### src/rtl/adc_pkg.sv
// Shared constants for the ADC frame packer slice.
// Output word geometry and FSM state encodings.
package adc_pkg;

  localparam int AXIS_WIDTH       = 32;
  localparam int CH_IDX_WIDTH     = 8;
  localparam int SAMPLE_OUT_WIDTH = 24;

  typedef logic [1:0] state_t;

  localparam logic [1:0] ST_IDLE = 2'd0;
  localparam logic [1:0] ST_HDR  = 2'd1;
  localparam logic [1:0] ST_DATA = 2'd2;

endpackage

### src/rtl/adc_word_fmt.sv
// Channel mux plus sign extension: index and sample array
// in, one 32-bit stream word out (index in the top byte).
module adc_word_fmt
  import adc_pkg::*;
#(
  parameter int ADC_CHANNELS   = 8,
  parameter int ADC_DATA_WIDTH = 18
) (
  input  logic [CH_IDX_WIDTH-1:0]                ch_idx,
  input  logic [ADC_DATA_WIDTH*ADC_CHANNELS-1:0] samples,
  output logic [AXIS_WIDTH-1:0]                  word
);

  logic signed [ADC_DATA_WIDTH-1:0] smp;

  // Select the indexed channel; an out-of-range index gives zero
  always_comb begin
    smp = '0;
    for (int k = 0; k < ADC_CHANNELS; k++) begin
      if (ch_idx == CH_IDX_WIDTH'(k)) begin
        smp = samples[ADC_DATA_WIDTH*k +: ADC_DATA_WIDTH];
      end
    end
  end

  assign word = {ch_idx, SAMPLE_OUT_WIDTH'(smp)};

endmodule

### src/rtl/adc_frame_packer.sv
// Snapshots the ADC sample array per strobe and streams it as
// AXI-Stream words. Optional header: ADC_PACK_TIMESTAMP_EN.
module adc_frame_packer
  import adc_pkg::*;
#(
  parameter int ADC_CHANNELS   = 8,
  parameter int ADC_DATA_WIDTH = 18,
  parameter int TCQ            = 1
) (
  input  logic                                   adc_read_clk,
  input  logic                                   rstn,
  input  logic [ADC_DATA_WIDTH*ADC_CHANNELS-1:0] adc_data_arr,
  input  logic                                   sample_valid,
  input  logic                                   pack_en,
  output logic [AXIS_WIDTH-1:0]                  m_axis_tdata,
  output logic                                   m_axis_tvalid,
  input  logic                                   m_axis_tready,
  output logic                                   m_axis_tlast,
  output logic                                   overrun,
  input  logic                                   overrun_clr,
  output logic [15:0]                            drop_cnt,
  output logic                                   busy
);

  localparam int ARR_W = ADC_DATA_WIDTH * ADC_CHANNELS;
  localparam logic [CH_IDX_WIDTH-1:0] LAST_IDX =
    CH_IDX_WIDTH'(ADC_CHANNELS - 1);

  if (ADC_CHANNELS < 2 || ADC_CHANNELS > 48 ||
      (ADC_CHANNELS % 2) != 0) begin : g_bad_ch
    $error("ADC_CHANNELS must be even, 2..48");
  end
  if (ADC_DATA_WIDTH < 8 || ADC_DATA_WIDTH > 24) begin : g_bad_w
    $error("ADC_DATA_WIDTH must be 8..24");
  end
  if (TCQ < 0) begin : g_bad_tcq
    $error("TCQ must be non-negative");
  end

  state_t                  state_q, state_d;
  logic [CH_IDX_WIDTH-1:0] ch_idx_q, ch_idx_d;
  logic [ARR_W-1:0]        shadow_q;
  logic [AXIS_WIDTH-1:0]   tdata_d;
  logic                    tvalid_d, tlast_d;
  logic [CH_IDX_WIDTH-1:0] fmt_idx;
  logic [ARR_W-1:0]        fmt_arr;
  logic [AXIS_WIDTH-1:0]   fmt_word;
  logic                    qual, fire, fire_last;
  logic                    accept, drop;

`ifdef ADC_PACK_TIMESTAMP_EN
  logic [AXIS_WIDTH-1:0]   ts_cnt_q;
`endif

  // Qualify strobes; a final-beat handshake frees the slot
  always_comb begin
    qual      = sample_valid && pack_en;
    fire      = m_axis_tvalid && m_axis_tready;
    fire_last = fire && m_axis_tlast;
    accept    = qual && (state_q == ST_IDLE || fire_last);
    drop      = qual && !accept;
  end

  // Feed the formatter the word that will be presented next
  always_comb begin
    fmt_arr = accept ? adc_data_arr : shadow_q;
    if (accept) begin
      fmt_idx = '0;
    end else if (state_q == ST_DATA) begin
      fmt_idx = ch_idx_q + 8'd1;
    end else begin
      fmt_idx = ch_idx_q;
    end
  end

  adc_word_fmt #(
    .ADC_CHANNELS   (ADC_CHANNELS),
    .ADC_DATA_WIDTH (ADC_DATA_WIDTH)
  ) u_fmt (
    .ch_idx  (fmt_idx),
    .samples (fmt_arr),
    .word    (fmt_word)
  );

  // Next-state and next-output for the frame FSM
  always_comb begin
    state_d  = state_q;
    ch_idx_d = ch_idx_q;
    tvalid_d = m_axis_tvalid;
    tdata_d  = m_axis_tdata;
    tlast_d  = m_axis_tlast;
    if (accept) begin
      ch_idx_d = '0;
      tvalid_d = 1'b1;
      tlast_d  = 1'b0;
`ifdef ADC_PACK_TIMESTAMP_EN
      state_d  = ST_HDR;
      tdata_d  = ts_cnt_q;
`else
      state_d  = ST_DATA;
      tdata_d  = fmt_word;
`endif
    end else if (fire) begin
      unique case (state_q)
        ST_HDR: begin
          state_d = ST_DATA;
          tdata_d = fmt_word;
          tlast_d = (ch_idx_q == LAST_IDX);
        end
        ST_DATA: begin
          if (m_axis_tlast) begin
            state_d  = ST_IDLE;
            tvalid_d = 1'b0;
            tlast_d  = 1'b0;
          end else begin
            ch_idx_d = ch_idx_q + 8'd1;
            tdata_d  = fmt_word;
            tlast_d  = (ch_idx_d == LAST_IDX);
          end
        end
        default: ;
      endcase
    end
  end

  // FSM, beat index and registered stream outputs
  always_ff @(posedge adc_read_clk or negedge rstn) begin
    if (!rstn) begin
      state_q       <= ST_IDLE;
      ch_idx_q      <= '0;
      m_axis_tvalid <= 1'b0;
      m_axis_tdata  <= '0;
      m_axis_tlast  <= 1'b0;
      busy          <= 1'b0;
    end else begin
      state_q       <= state_d;
      ch_idx_q      <= ch_idx_d;
      m_axis_tvalid <= tvalid_d;
      m_axis_tdata  <= tdata_d;
      m_axis_tlast  <= tlast_d;
      busy          <= (state_d != ST_IDLE);
    end
  end

  // Snapshot of the sample array; contents don't matter after reset
  always_ff @(posedge adc_read_clk) begin
    if (accept) begin
      shadow_q <= adc_data_arr;
    end
  end

  // Sticky overrun flag and saturating drop counter; clear wins
  always_ff @(posedge adc_read_clk or negedge rstn) begin
    if (!rstn) begin
      overrun  <= 1'b0;
      drop_cnt <= '0;
    end else if (overrun_clr) begin
      overrun  <= 1'b0;
      drop_cnt <= '0;
    end else if (drop) begin
      overrun  <= 1'b1;
      if (drop_cnt != 16'hFFFF) begin
        drop_cnt <= drop_cnt + 16'd1;
      end
    end
  end

`ifdef ADC_PACK_TIMESTAMP_EN
  // Free-running count of every qualified strobe, kept or dropped
  always_ff @(posedge adc_read_clk or negedge rstn) begin
    if (!rstn) begin
      ts_cnt_q <= '0;
    end else if (qual) begin
      ts_cnt_q <= ts_cnt_q + 32'd1;
    end
  end
`endif

endmodule

### config.mk
export PLATFORM = sky130hd
export DESIGN_NAME = adc_frame_packer
export DESIGN_NICKNAME = d
export VERILOG_FILES = /design/src/rtl/adc_pkg.sv /design/src/rtl/adc_word_fmt.sv /design/src/rtl/adc_frame_packer.sv
export SDC_FILE = /design/constraint.sdc
export NUM_CORES = 1
export LEC_CHECK = 0
export CAP_MARGIN = 20
export CORE_UTILIZATION = 46
export DETAILED_ROUTE_END_ITERATION = 12
export GPL_TIMING_DRIVEN = 1
export PLACE_DENSITY = 0.76
export SYNTH_ARGS = -nofsm -noshare
export SYNTH_HDL_FRONTEND = slang
export SYNTH_HIERARCHICAL = 1
export SYNTH_SLANG_ARGS = --single-unit
### constraint.sdc
create_clock -name adc_read_clk -period 3.4 [get_ports adc_read_clk]
set_input_delay 0.85 -clock adc_read_clk [delete_from_list [all_inputs] [get_ports adc_read_clk]]
set_output_delay 0.85 -clock adc_read_clk [all_outputs]
set_load 0.03 [all_outputs]
==> impl_results.md, run 1 <==
- Total track usage: 24.95%
- TritonCTS Buffers: 22
- I/O pin count: 202
- First-pass GRT wire length: 42.52 mm
- Ant. Diodes: 0
- Worst EP required: 3.84 ns
- Clock power frac: 18.1%
- Logic gate share of total power: 50.1%
- Final nets: 1465
- RSZ-0062 raised after global routing: no
- Via count: 8521
- Peak VDD IR: 0.0006237 V
- Fraction of layout cells with a size suffix above 1: 10.36%
- Die Y: 145.1 um
- Die ar.: 21050 um^2
- Final core utilization: 62.96%
- Placer congestion estimate: 0.8347
- Mapped Area: 9418 um^2
- Worst reg-to-reg setup slack: 0.43 ns
- Initial Util: 47.61%
- Most frequent cell after synthesis: nand2_1
- Worst Path Arrival: 3.52 ns
- Post-Route WL: 26.70 mm
- Post-synth EDFFs: 0
- Asr flop ratio synth: 30.10%
- Netlist cell types: 58
- Root Buffer: clkbuf_16
- Status: complete, no violations
- Synthesized flop and latch total: 206
- CTS Sinks: 206
- Flop pwr share: 31.8%
- Crit path launch type: input pin
- Fmax: 0.3245 GHz
- Commonest cells in the netlist: nand2_1 (445), dfxtp_1 (144), dfrtp_1 (62)
- Final setup violating endpoints: 0
- Port Buffers: 201
- Yosys Warn Count: 6
- PwrDens: 1012 nW/um^2
- Fin. Hold Viols: 0
- Synth Area in Simple Gates: 28.21%
- Minimum clock period: 3.082 ns
- DR WL/cell: 16.81 um
- Initial DRC Count: 774
- Area leader, netlist: dfxtp_1
- Skew-Pair Late Insertion Delay: 0.50 ns
- Cell internal pwr: 7.547 mW
- Dominant synthesized flop cell: dfxtp_1
- Top post-synthesis cells by area: dfxtp_1 (31%), nand2_1 (18%), dfrtp_1 (16%)
- Core region area: 19780 um^2
- Leak: 5.595 nW
- Compound-Gate Fraction of Synth Area: 10.77%
- Largest family of logic cells by synthesized area: simple AND/OR/NAND/NOR gates
- Largest net degree at the start of global routing: 63
- Post-route clock skew: 0.009414 ns
- DR DRC count: 0
- Post-DP HPWL: 19.22 mm
- TritonCTS clock tree: done
- Mean Syn Cell Area: 8.409 um^2
- Critical path type: in -> reg
- Post-route clock period utilization: 90.64%
- Post-Synth Adder-Cell Area: 0.9300%
- Min-delay worst type: reg -> reg
- Vias per cell: 5.366
- CTS H-tree depth: 1
- Max-cap violations: 0
- Switch share: 40.15%
- Via count of the first global-routing pass: 8217
- Cts hold-fix bufs: 0
- First drt pass iteration count: 6
- Final Max Tran Viols: 0
- Number of nets with antenna violations after routing: 0
- Crit path max fanout: 28
- Post-Route Setup TNS: 0 ns
- Slew @ Worst Pin: 0.8514 ns
- Clk buf depth: 3
- Seq/Total Area, Yosys: 47.08%
- CTS resizes: 0
- Post-synthesis mux area share: 5.102%
- DIE WIDTH: 145.1 um
- Clk slew on worst S/H paths: 0.06 ns
- Crit. End Element: flip-flop
- Cell Rows: 51
- Post-synth top area share: 30.61%
- Syn nets: 1277
- P&R area growth vs syn: 32.24%
- Initial antenna violation count: 0
- Net switching power: 5.063 mW
- Synth Area in XOR/XNOR: 1.302%
- Congestion Overflow GR: 0
- Cells after Synth: 1120
- Relative slew slack: 43.24%
- Setup Fix Bufs, Post-CTS: 0
-- cell families (layout without fill, tap and decap cells) --
logic type / count (synthesis) / in the layout
simple gates: 605 / 605
flops: 206 / 206
compound gates: 138 / 138
buf+inv: 108 / 311
mux: 42 / 42
xor+xnor: 14 / 14
fa+ha+maj: 7 / 7
-- worst paths after layout --
kind | startpoint | to | cells past startpoint
max | m_axis_tready | m_axis_tdata[18] | 9
min | shadow_q[36] | shadow_q[36] | 2
max reg2reg | state_q[0] | m_axis_tdata[18] | 10
min reg2reg | shadow_q[36] | shadow_q[36] | 2
max in group asynchronous | rstn | m_axis_tdata[1] | 2
min in group asynchronous | rstn | drop_cnt[15] | 2
-- worst max-delay path, stage by stage --
cell,delay (ns)
clkdlybuf4s50_1,0.46
a31oi_4,0.19
nor2b_4,0.09
nor2_2,0.23
nor2b_4,0.66
a221oi_1,0.18
o22ai_1,0.28
a22o_1,0.35
mux2_2,0.21
-- placed cells by master (no fill, tap or decap), types with 3 or more instances in the layout --
master	count
or4_1	6
or3_1	4
dfrtp_1	62
nor2_1	28
clkinv_2	4
xor2_1	12
mux2_2	33
mux2_1	5
nor3b_1	14
buf_4	46
and3_1	4
a221oi_1	28
nor2b_1	24
o31ai_1	6
nand3_1	11
nand2b_1	4
clkdlybuf4s50_1	200
clkbuf_16	23
o21ai_0	9
a21oi_1	32
clkbuf_1	11
nand4_1	15
ha_1	7
a221oi_2	3
nor4_1	7
inv_1	14
nor3_1	23
nand2_1	445
dfxtp_1	144
a211oi_1	19
mux2i_1	3
a22o_1	16
buf_12	11
o22ai_1	14
-- stage by stage --
step	cells	hold WS (ns)	cell area (um^2)	total power [mW]	worst slack (ns)
2_1_floorplan	1120	0.4102	9425	8.364	0.01417
3_3_place_gp	1549	0.4248	11790	10.02	-0.06400
3_5_place_dp	1549	0.4305	11790	10.19	-0.1137
4_1_cts	1588	0.4464	12450	12.52	0.3918
5_1_grt	1588	0.4667	12450	13.30	0.2292
6_report	1588	0.4464	12450	12.61	0.3183
-- power by group through the flow --
stage,combinational (mW),sequential [mW],clock (mW)
2_1_floorplan,4.12,4.24,0
3_3_place_gp,6.02,4.01,0
3_5_place_dp,6.16,4.03,0
4_1_cts,6.22,4.01,2.30
5_1_grt,6.78,4.11,2.41
6_report,6.32,4.01,2.28
-- layout make-up --
| cell class | count | area (um^2) |
|---|---|---|
| multi-input cells | 806 | 4397 |
| clock buffers | 34 | 616.8 |
| well taps | 265 | 331.6 |
| flip-flops and latches | 206 | 4434 |
| inverters | 14 | 52.55 |
| clock inverters | 5 | 50.05 |
| repair buffers | 258 | 2572 |
| fillers | 1688 | 7327 |
-- sequential cells by signal, indices dropped and copies added (netlist names) --
register	count
shadow_q	144
m_axis_tdata	32
drop_cnt	16
ch_idx_q	8
state_q	2
busy	1
m_axis_tlast	1
m_axis_tvalid	1
overrun	1
-- layer usage --
metal	global-route usage [%]	part of all wire [%]	vias up
li1	-	-	4129
met1	35.40	45	3962
met2	38.63	44	369
met3	3.585	7.8	61
met4	8.842	3.2	0
met5	0	0	-
Power figures use the tool's default switching activity.
==> run 2, diff against run 1 <==
- GPL_ROUTABILITY_DRIVEN: unset -> 0
==> results of run 2 <==
No change in the layout: final DEF, timing and power equal those of run 1.
